## src/rtl/id_ex_stage.sv

```systemverilog
// ID/EX pipeline stage.
//   Registers the decoded instruction coming out of ID and presents forwarded
//   operands to EX (ALU + srai barrel shifter). Also detects load-use hazards
//   (stall_o back to IF/ID) and turns flushed/stalled/invalid slots into bubbles.
// Ports:
//   clk_i, rst_i                 clock (rising), async active-high reset
//   id_*_i                       decoded instruction from ID
//   flush_i                      taken branch, squash the instruction entering EX
//   exmem_*_i, memwb_*_i         writeback sources for operand forwarding
//   stall_o                      load-use hold request for PC and IF/ID
//   ex_*_o                       registered / forwarded values for EX
// Control bundle layout: {alu_ctrl[3:0], alu_src, reg_write, mem_read, mem_write, mem_to_reg}

// One forwarding mux per source operand. The youngest in-flight writer
// (EX/MEM) has priority over MEM/WB. A writer to x0 is never a source.
module id_ex_fwd #(
  parameter int XLEN = 32
) (
  input  logic [4:0]      rs_i,
  input  logic [XLEN-1:0] reg_data_i,
  input  logic            exmem_we_i,
  input  logic [4:0]      exmem_rd_i,
  input  logic [XLEN-1:0] exmem_data_i,
  input  logic            memwb_we_i,
  input  logic [4:0]      memwb_rd_i,
  input  logic [XLEN-1:0] memwb_data_i,
  output logic [XLEN-1:0] data_o
);
  logic hit_exmem, hit_memwb;

  assign hit_exmem = exmem_we_i && (exmem_rd_i != 5'd0) && (exmem_rd_i == rs_i);
  assign hit_memwb = memwb_we_i && (memwb_rd_i != 5'd0) && (memwb_rd_i == rs_i);

  always_comb begin
    data_o = reg_data_i;
    if (hit_exmem)      data_o = exmem_data_i;
    else if (hit_memwb) data_o = memwb_data_i;
  end
endmodule

module id_ex_stage #(
  parameter int XLEN   = 32,
  parameter int CTRL_W = 9
) (
  input  logic              clk_i,
  input  logic              rst_i,
  input  logic              id_valid_i,
  input  logic [XLEN-1:0]   id_pc_i,
  input  logic [XLEN-1:0]   id_rs1_data_i,
  input  logic [XLEN-1:0]   id_rs2_data_i,
  input  logic [XLEN-1:0]   id_imm_i,
  input  logic [4:0]        id_rs1_i,
  input  logic [4:0]        id_rs2_i,
  input  logic [4:0]        id_rd_i,
  input  logic [CTRL_W-1:0] id_ctrl_i,
  input  logic              flush_i,
  input  logic              exmem_we_i,
  input  logic [4:0]        exmem_rd_i,
  input  logic [XLEN-1:0]   exmem_data_i,
  input  logic              memwb_we_i,
  input  logic [4:0]        memwb_rd_i,
  input  logic [XLEN-1:0]   memwb_data_i,
  output logic              stall_o,
  output logic              ex_valid_o,
  output logic [XLEN-1:0]   ex_pc_o,
  output logic [XLEN-1:0]   ex_op1_o,
  output logic [XLEN-1:0]   ex_op2_o,
  output logic [4:0]        ex_shamt_o,
  output logic [XLEN-1:0]   ex_store_data_o,
  output logic [4:0]        ex_rd_o,
  output logic [CTRL_W-1:0] ex_ctrl_o
);
  localparam int NUM_OPS    = 2;
  localparam int CB_ALU_SRC = 4;
  localparam int CB_MEM_RD  = 2;

  typedef struct packed {
    logic              valid;
    logic [XLEN-1:0]   pc;
    logic [XLEN-1:0]   rs1_data;
    logic [XLEN-1:0]   rs2_data;
    logic [XLEN-1:0]   imm;
    logic [4:0]        rs1;
    logic [4:0]        rs2;
    logic [4:0]        rd;
    logic [CTRL_W-1:0] ctrl;
  } idex_t;

  idex_t stage_q, stage_d;
  logic  bubble;

  // Load in EX whose destination is read by the instruction in ID.
  assign stall_o = stage_q.valid && stage_q.ctrl[CB_MEM_RD] && (stage_q.rd != 5'd0) &&
                   id_valid_i && ((stage_q.rd == id_rs1_i) || (stage_q.rd == id_rs2_i));

  assign bubble = flush_i || stall_o || !id_valid_i;

  // A bubble only clears the fields that cause side effects; operand data
  // is held since nothing downstream acts on it with ctrl=0.
  always_comb begin
    stage_d = stage_q;
    if (bubble) begin
      stage_d.valid = 1'b0;
      stage_d.ctrl  = '0;
      stage_d.rd    = 5'd0;
    end else begin
      stage_d.valid    = 1'b1;
      stage_d.pc       = id_pc_i;
      stage_d.rs1_data = id_rs1_data_i;
      stage_d.rs2_data = id_rs2_data_i;
      stage_d.imm      = id_imm_i;
      stage_d.rs1      = id_rs1_i;
      stage_d.rs2      = id_rs2_i;
      stage_d.rd       = id_rd_i;
      stage_d.ctrl     = id_ctrl_i;
    end
  end

  always_ff @(posedge clk_i or posedge rst_i) begin
    if (rst_i) stage_q <= '0;
    else       stage_q <= stage_d;
  end

  // Operand forwarding: index 0 = rs1, index 1 = rs2.
  logic [NUM_OPS-1:0][4:0]      op_rs;
  logic [NUM_OPS-1:0][XLEN-1:0] op_reg, op_fwd;

  assign op_rs  = {stage_q.rs2, stage_q.rs1};
  assign op_reg = {stage_q.rs2_data, stage_q.rs1_data};

  for (genvar g = 0; g < NUM_OPS; g++) begin : g_fwd
    id_ex_fwd #(.XLEN(XLEN)) u_fwd (
      .rs_i        (op_rs[g]),
      .reg_data_i  (op_reg[g]),
      .exmem_we_i  (exmem_we_i),
      .exmem_rd_i  (exmem_rd_i),
      .exmem_data_i(exmem_data_i),
      .memwb_we_i  (memwb_we_i),
      .memwb_rd_i  (memwb_rd_i),
      .memwb_data_i(memwb_data_i),
      .data_o      (op_fwd[g])
    );
  end

  assign ex_valid_o      = stage_q.valid;
  assign ex_pc_o         = stage_q.pc;
  assign ex_rd_o         = stage_q.rd;
  assign ex_ctrl_o       = stage_q.ctrl;
  assign ex_op1_o        = op_fwd[0];
  assign ex_store_data_o = op_fwd[1];
  assign ex_op2_o        = stage_q.ctrl[CB_ALU_SRC] ? stage_q.imm : op_fwd[1];
  // Shifter uses the low five bits only; no range check on the upper bits.
  assign ex_shamt_o      = ex_op2_o[4:0];
endmodule
```

## config.mk

```make
export PLATFORM = sky130hd
export DESIGN_NAME = id_ex_stage
export DESIGN_NICKNAME = d
export VERILOG_FILES = /design/src/rtl/id_ex_stage.sv
export SDC_FILE = /design/constraint.sdc
export NUM_CORES = 1
export LEC_CHECK = 0
export CAP_MARGIN = 20
export CORE_AREA = 2 2 146 148
export DETAILED_ROUTE_END_ITERATION = 12
export DIE_AREA = 0 0 148 150
export PLACE_DENSITY = 0.82
export RECOVER_POWER = 25
export SYNTH_ARGS = -nofsm -noshare
export SYNTH_HDL_FRONTEND = slang
export SYNTH_HIERARCHICAL = 1
export SYNTH_SLANG_ARGS = --single-unit
export TNS_END_PERCENT = 30
```

## constraint.sdc

```tcl
create_clock -name clk_i -period 10.2 [get_ports clk_i]
set_input_delay 3.06 -clock clk_i [delete_from_list [all_inputs] [get_ports clk_i]]
set_output_delay 3.06 -clock clk_i [all_outputs]
set_load 0.02 [all_outputs]
```

Word level (Yosys, flattened, before mapping)

Index checks and enable logic that the tools add are counted.

Logic and storage cells: 39
Output and inout port bits: 149
Memory bits (read-only): 0
Memories: 0
Latch bits: 0
Memory bits (writable): 0
Input port bits: 232
Flip-flop bits (word level): 153

Shift-type cells: 0
Equality and inequality tests: 6
Reduce and logical (&&, ||, !) cells: 17
Add/sub/neg operators: 0
Div/mod/pow operators: 0
Order comparisons: 0
Multipliers: 0
Multiplexer cells: 7
Bitwise gates (word level): 0

Operators by type and width:

| cell                | number |
|---|---|
| $mux W32            | 5 |
| $eq A5 B5 Y1        | 6 |
| $reduce_bool A5 Y1  | 3 |
| $mux W14            | 1 |
| $logic_and A1 B1 Y1 | 10 |
| $logic_or A1 B1 Y1  | 3 |
| $logic_not A1 Y1    | 1 |
| $mux W1             | 1 |

Longest topological paths before layout

Depth after elaboration: 7
Gate-level depth with buffers: 8
Gate-level depth less buffers: 5

Cells and area by module

The synthesis kept the hierarchy.

Modules (own cells, without submodules):

| module      | area an instance (µm²) | instances | sequential area each (µm²) | cells an instance |
|---|---|---|---|---|
| id_ex_stage | 6,718.9                | 1         | 3,828.7                    | 444 |
| id_ex_fwd   | 1,167.4                | 2         | 0.0                        | 185 |

Worst setup path after synthesis

Ideal clock, no wire load.

Path kind: input-to-output
Start: input memwb_rd_i[0]
End: output ex_shamt_o[1]
Data arrival time: 4.956 ns
Path slack: 2.184 ns
Stages on the path: 7
Path buffers: 2
Data required time: 7.140 ns
Cells stage by stage: nor4_1 > o21a_1 > buf_1 > o31ai_1 > a31oi_1 > mux2_2 > buf_4

Word-level cells in the longest chain between the ends: 6
Elaborated cells between the ends (all ways): 7

RTL lines:

| element                      | RTL line | source |
|---|---|---|
| start, declared              | 61       | `input logic [4:0] memwb_rd_i,` |
| $reduce_bool A5 Y1           | 32       | `assign hit_memwb = memwb_we_i && (memwb_rd_i != 5'd0) && (memwb_rd_i == rs_i);` |
| $logic_and A1 B1 Y1          | 32       |  |
| $logic_and A1 B1 Y1 *        | 32       |  |
| $mux W32 *                   | 37       | `else if (hit_memwb) data_o = memwb_data_i;` |
| $mux W32 *                   | 36       | `if (hit_exmem) data_o = exmem_data_i;` |
| named net ex_store_data_o[1] | 69       | `output logic [XLEN-1:0] ex_store_data_o,` |
| $mux W32 *                   | 151      | `assign ex_op2_o = stage_q.ctrl[CB_ALU_SRC] ? stage_q.imm : op_fwd[1];` |
| end, declared                | 68       | `output logic [4:0] ex_shamt_o,` |

Mark *: on every way through the listed nets, which the timed path passes. The rest lies on a longest branch.

Worst setup path after layout

Start: input memwb_rd_i[0]
End: output ex_op2_o[27]

Word-level cells in the longest chain between the ends: 6
Elaborated cells between the ends (all ways): 7

RTL lines:

| element               | RTL line | source |
|---|---|---|
| $reduce_bool A5 Y1    | 32       |  |
| $logic_and A1 B1 Y1   | 32       |  |
| $logic_and A1 B1 Y1 * | 32       |  |
| $mux W32 *            | 37       |  |
| $mux W32 *            | 36       |  |
| $mux W32 *            | 151      |  |
| end, declared         | 67       | `output logic [XLEN-1:0] ex_op2_o,` |

Every way passes the cells marked *; elsewhere a longest branch is shown, timed or not.

==> impl_metrics.env <==
export IMPL_status="finished, violations left"
export IMPL_violations="max-capacitance violations, max-slew violations"
export IMPL_vdd_ir_drop_worst_mv=0.107
export IMPL_place_ws_ns=0.825
export IMPL_min_to="ex_pc_o[20]"
export IMPL_finalClockSkew_ns=0.0181
export IMPL_setup_viol=0
export IMPL_cts_hold_buf=0
export IMPL_track_usage_pct=29.3
export IMPL_synth_commonest_cells="153 x dfrtp_1, 116 x mux2_2, 66 x nor4_1"
export IMPL_p_leak_nw=5.15
export IMPL_grt_pass1_vias=8554
export IMPL_slew_violations=86
export IMPL_startpoint_type="input pin"
export IMPL_initial_core_util_pct=43.8
export IMPL_syn_to_final_growth_pct=45.6
export IMPL_ys_top_cells_by_area="dfrtp_1 42%, mux2_2 14%, mux2_4 8.3%"
export IMPL_power_frac_clock_pct=28.0
export IMPL_cts_tree="yes"
export IMPL_hold_class="reg -> reg"
export IMPL_worst_slew_pin_slew_ns=3.67
export IMPL_endpoint_kind="output pin"
export IMPL_p_switching_mw=0.779
export IMPL_drive_above_1_share_pct=21.4
export IMPL_r2r_start="ex_rd_o[2]"
export IMPL_holdPathStages=1
export IMPL_clk_path_buf_depth=2
export IMPL_rr_worst_depth=7
export IMPL_pwr_share_comb_pct=38.1
export IMPL_die_area_mm2=0.0222
export IMPL_wire_per_inst_um=23.8
export IMPL_vias=8265
export IMPL_yosysMostFrequentCell="dfrtp_1"
export IMPL_drtIter0Drc=718
export IMPL_fillers=1634
export IMPL_dr_pass1_iters=6
export IMPL_holdCritStartpoint="ex_pc_o[20]"
export IMPL_ys_flop_type="dfrtp_1"
export IMPL_dp_cells=1353
export IMPL_antenna_left=0
export IMPL_synth_top_area_cell="dfrtp_1"
export IMPL_pwr_share_seq_pct=33.9
export IMPL_grt_setup_unrepaired="false"
export IMPL_worstPathMaxFanout=21
export IMPL_post_cts_buffers=0
export IMPL_worst_slew_margin_rel_pct=-146
export IMPL_grt_start_max_net_pins=86
export IMPL_tns_ns=0
export IMPL_synthCells=814
export IMPL_period_needed_ns=9.44
export IMPL_clk_insertion_delay_late_ns=0.43
export IMPL_synth_edf_count=0
export IMPL_synth_distinct_cells=33
export IMPL_max_freq_ghz=0.106
export IMPL_placedInstanceArea_mm2=0.0126
export IMPL_cts_sinks=153
export IMPL_synth_seq_cells=153
export IMPL_drcViolationCount=0
export IMPL_final_area_mm2=0.0132
export IMPL_syn_cell_area_mm2=0.00905
export IMPL_grt_pass1_wl_um=49800
export IMPL_routed_wl_um=33000
export IMPL_cts_max_level=4
export IMPL_rows=53
export IMPL_setup_ws_ns=0.761
export IMPL_layoutNonFillerInstCount=1386
export IMPL_p_per_area_mw_per_mm2=167
export IMPL_cts_repair_resized=0
export IMPL_nNetsFinal=1329
export IMPL_die_h_um=150
export IMPL_final_core_util_pct=63.7
export IMPL_swShare_pct=35.4
export IMPL_buffer_ports_inserted=380
export IMPL_cts_buffers=17
export IMPL_synth_nets=1046
export IMPL_syn_area_per_cell_um2=11.1
export IMPL_timing_final_crit_share_pct=92.5
export IMPL_antenna_found_initial=1
export IMPL_async_flop_share_pct=100
export IMPL_vias_per_cell=5.96
export IMPL_max_cap_violations=1
export IMPL_yosysWarnings=6
export IMPL_hold_viol_final=0
export IMPL_ios=381
export IMPL_core_mm2=0.0207
export IMPL_path_class="in -> out"
export IMPL_r2r_slack_ns=7.20
export IMPL_clk_pin_slew_ns=0.07
export IMPL_reg2reg_to="stage_q[27]"
export IMPL_gp_congestion=0.867
export IMPL_die_w_um=148
export IMPL_dp_hpwl_um=23000
export IMPL_synth_seq_area_share_pct=42.3
export IMPL_largest_reg_flops=64
export IMPL_critPathRequiredTime_ns=7.14
export IMPL_gr_total_overflow=0
export IMPL_synth_top_area_share_pct=42.3
export IMPL_cp_arrival_ns=6.38
export IMPL_p_int_mw=1.42
export IMPL_clockRootBuffer="clkbuf_16"
==> worst max-delay path by stage <==
stage                  startpoint            end  slack [ns]  depth (start not counted)
global route        memwb_rd_i[0]   ex_op2_o[24]        0.67                          8
finish              memwb_rd_i[0]   ex_op2_o[27]        0.76                          8
floorplan           memwb_rd_i[0]  ex_shamt_o[1]        2.18                          7
global placement    memwb_rd_i[0]   ex_op2_o[27]        0.91                          8
detailed placement  memwb_rd_i[0]   ex_op2_o[27]        0.82                          8
CTS                 memwb_rd_i[0]   ex_op2_o[24]        0.79                          8
==> layout by cell type, fill, tap and decap left out, types with 2 or more instances in the layout <==
cell	Yosys	final
clkdlybuf4s50_1	0	350
dfrtp_1	153	152
mux2_2	116	116
nor4_1	66	66
o31ai_1	64	64
nand4_1	64	64
a31oi_1	64	64
mux2_4	50	50
dlygate4sd3_1	0	30
nor2_1	19	19
buf_4	53	19
clkbuf_16	0	17
xnor2_1	16	16
inv_1	16	15
xor2_1	10	10
inv_6	0	6
nand2_1	6	5
mux2_1	4	4
nand3_2	0	4
and2_1	4	4
o21ai_4	0	3
clkinv_4	0	3
inv_8	0	3
nor3_1	2	2
or2_1	2	2
or4_4	2	2
a21oi_4	2	2
or3_1	2	2
and3_2	0	2
buf_12	0	2
==> critical path, cell delays in order <==
cell and delay [ns]:
clkdlybuf4s50_1 0.51, nor4_1 0.64, o21a_2 0.58, buf_4 0.30, o31ai_1 0.11, a31oi_1 0.34, mux2_2 0.21, clkdlybuf4s50_1 0.60
==> cells by family after synthesis <==
group,after synthesis,synth area share [%]
AOI/OAI and AO/OA,137,10.7
xor gates and xnor gates,26,2.52
buffers and inverters,153,9.83
DFF,153,42.3
muxes,170,23.2
and+or+nand+nor,175,11.4
==> layer usage <==
metal / part of all wire (%) / global-route usage [%] / vias to the layer above
met5: 0 / 0 / -
met1: 39 / 36.0 / 4039
met4: 2.4 / 10.2 / 0
met3: 9.1 / 8.57 / 75
met2: 49 / 49.2 / 525
li1: - / - / 3626
==> final cells by class <==
class                      instances  area, um^2  share of cell area, %
multi-input combinational        508        4390                   33.3
inverter                          16        61.3                  0.465
antenna                            1        2.50                 0.0190
tap                              275         344                   2.61
clock buffer                      18         439                   3.33
sequential                       153        3830                   29.1
clock inverter                    14         125                  0.949
timing repair buffer             401        3990                   30.2
==> per-stage QoR <==
stage                     hold WS [ns]  total power, mW
final                            0.498             2.20
after global routing             0.509             2.28
after CTS                        0.504             2.21
after detailed placement         0.488             1.59
after global placement           0.481             1.58
after floorplan                  0.464             1.22
==> power groups by stage <==
stage	Clock, mW	Combinational, mW	Sequential [mW]
after CTS	0.629	0.839	0.744
final	0.615	0.839	0.745
after floorplan	0	0.483	0.734
after global placement	0	0.826	0.750
after detailed placement	0	0.836	0.754
after global routing	0.652	0.878	0.754
(Power assumes the default switching activity.)
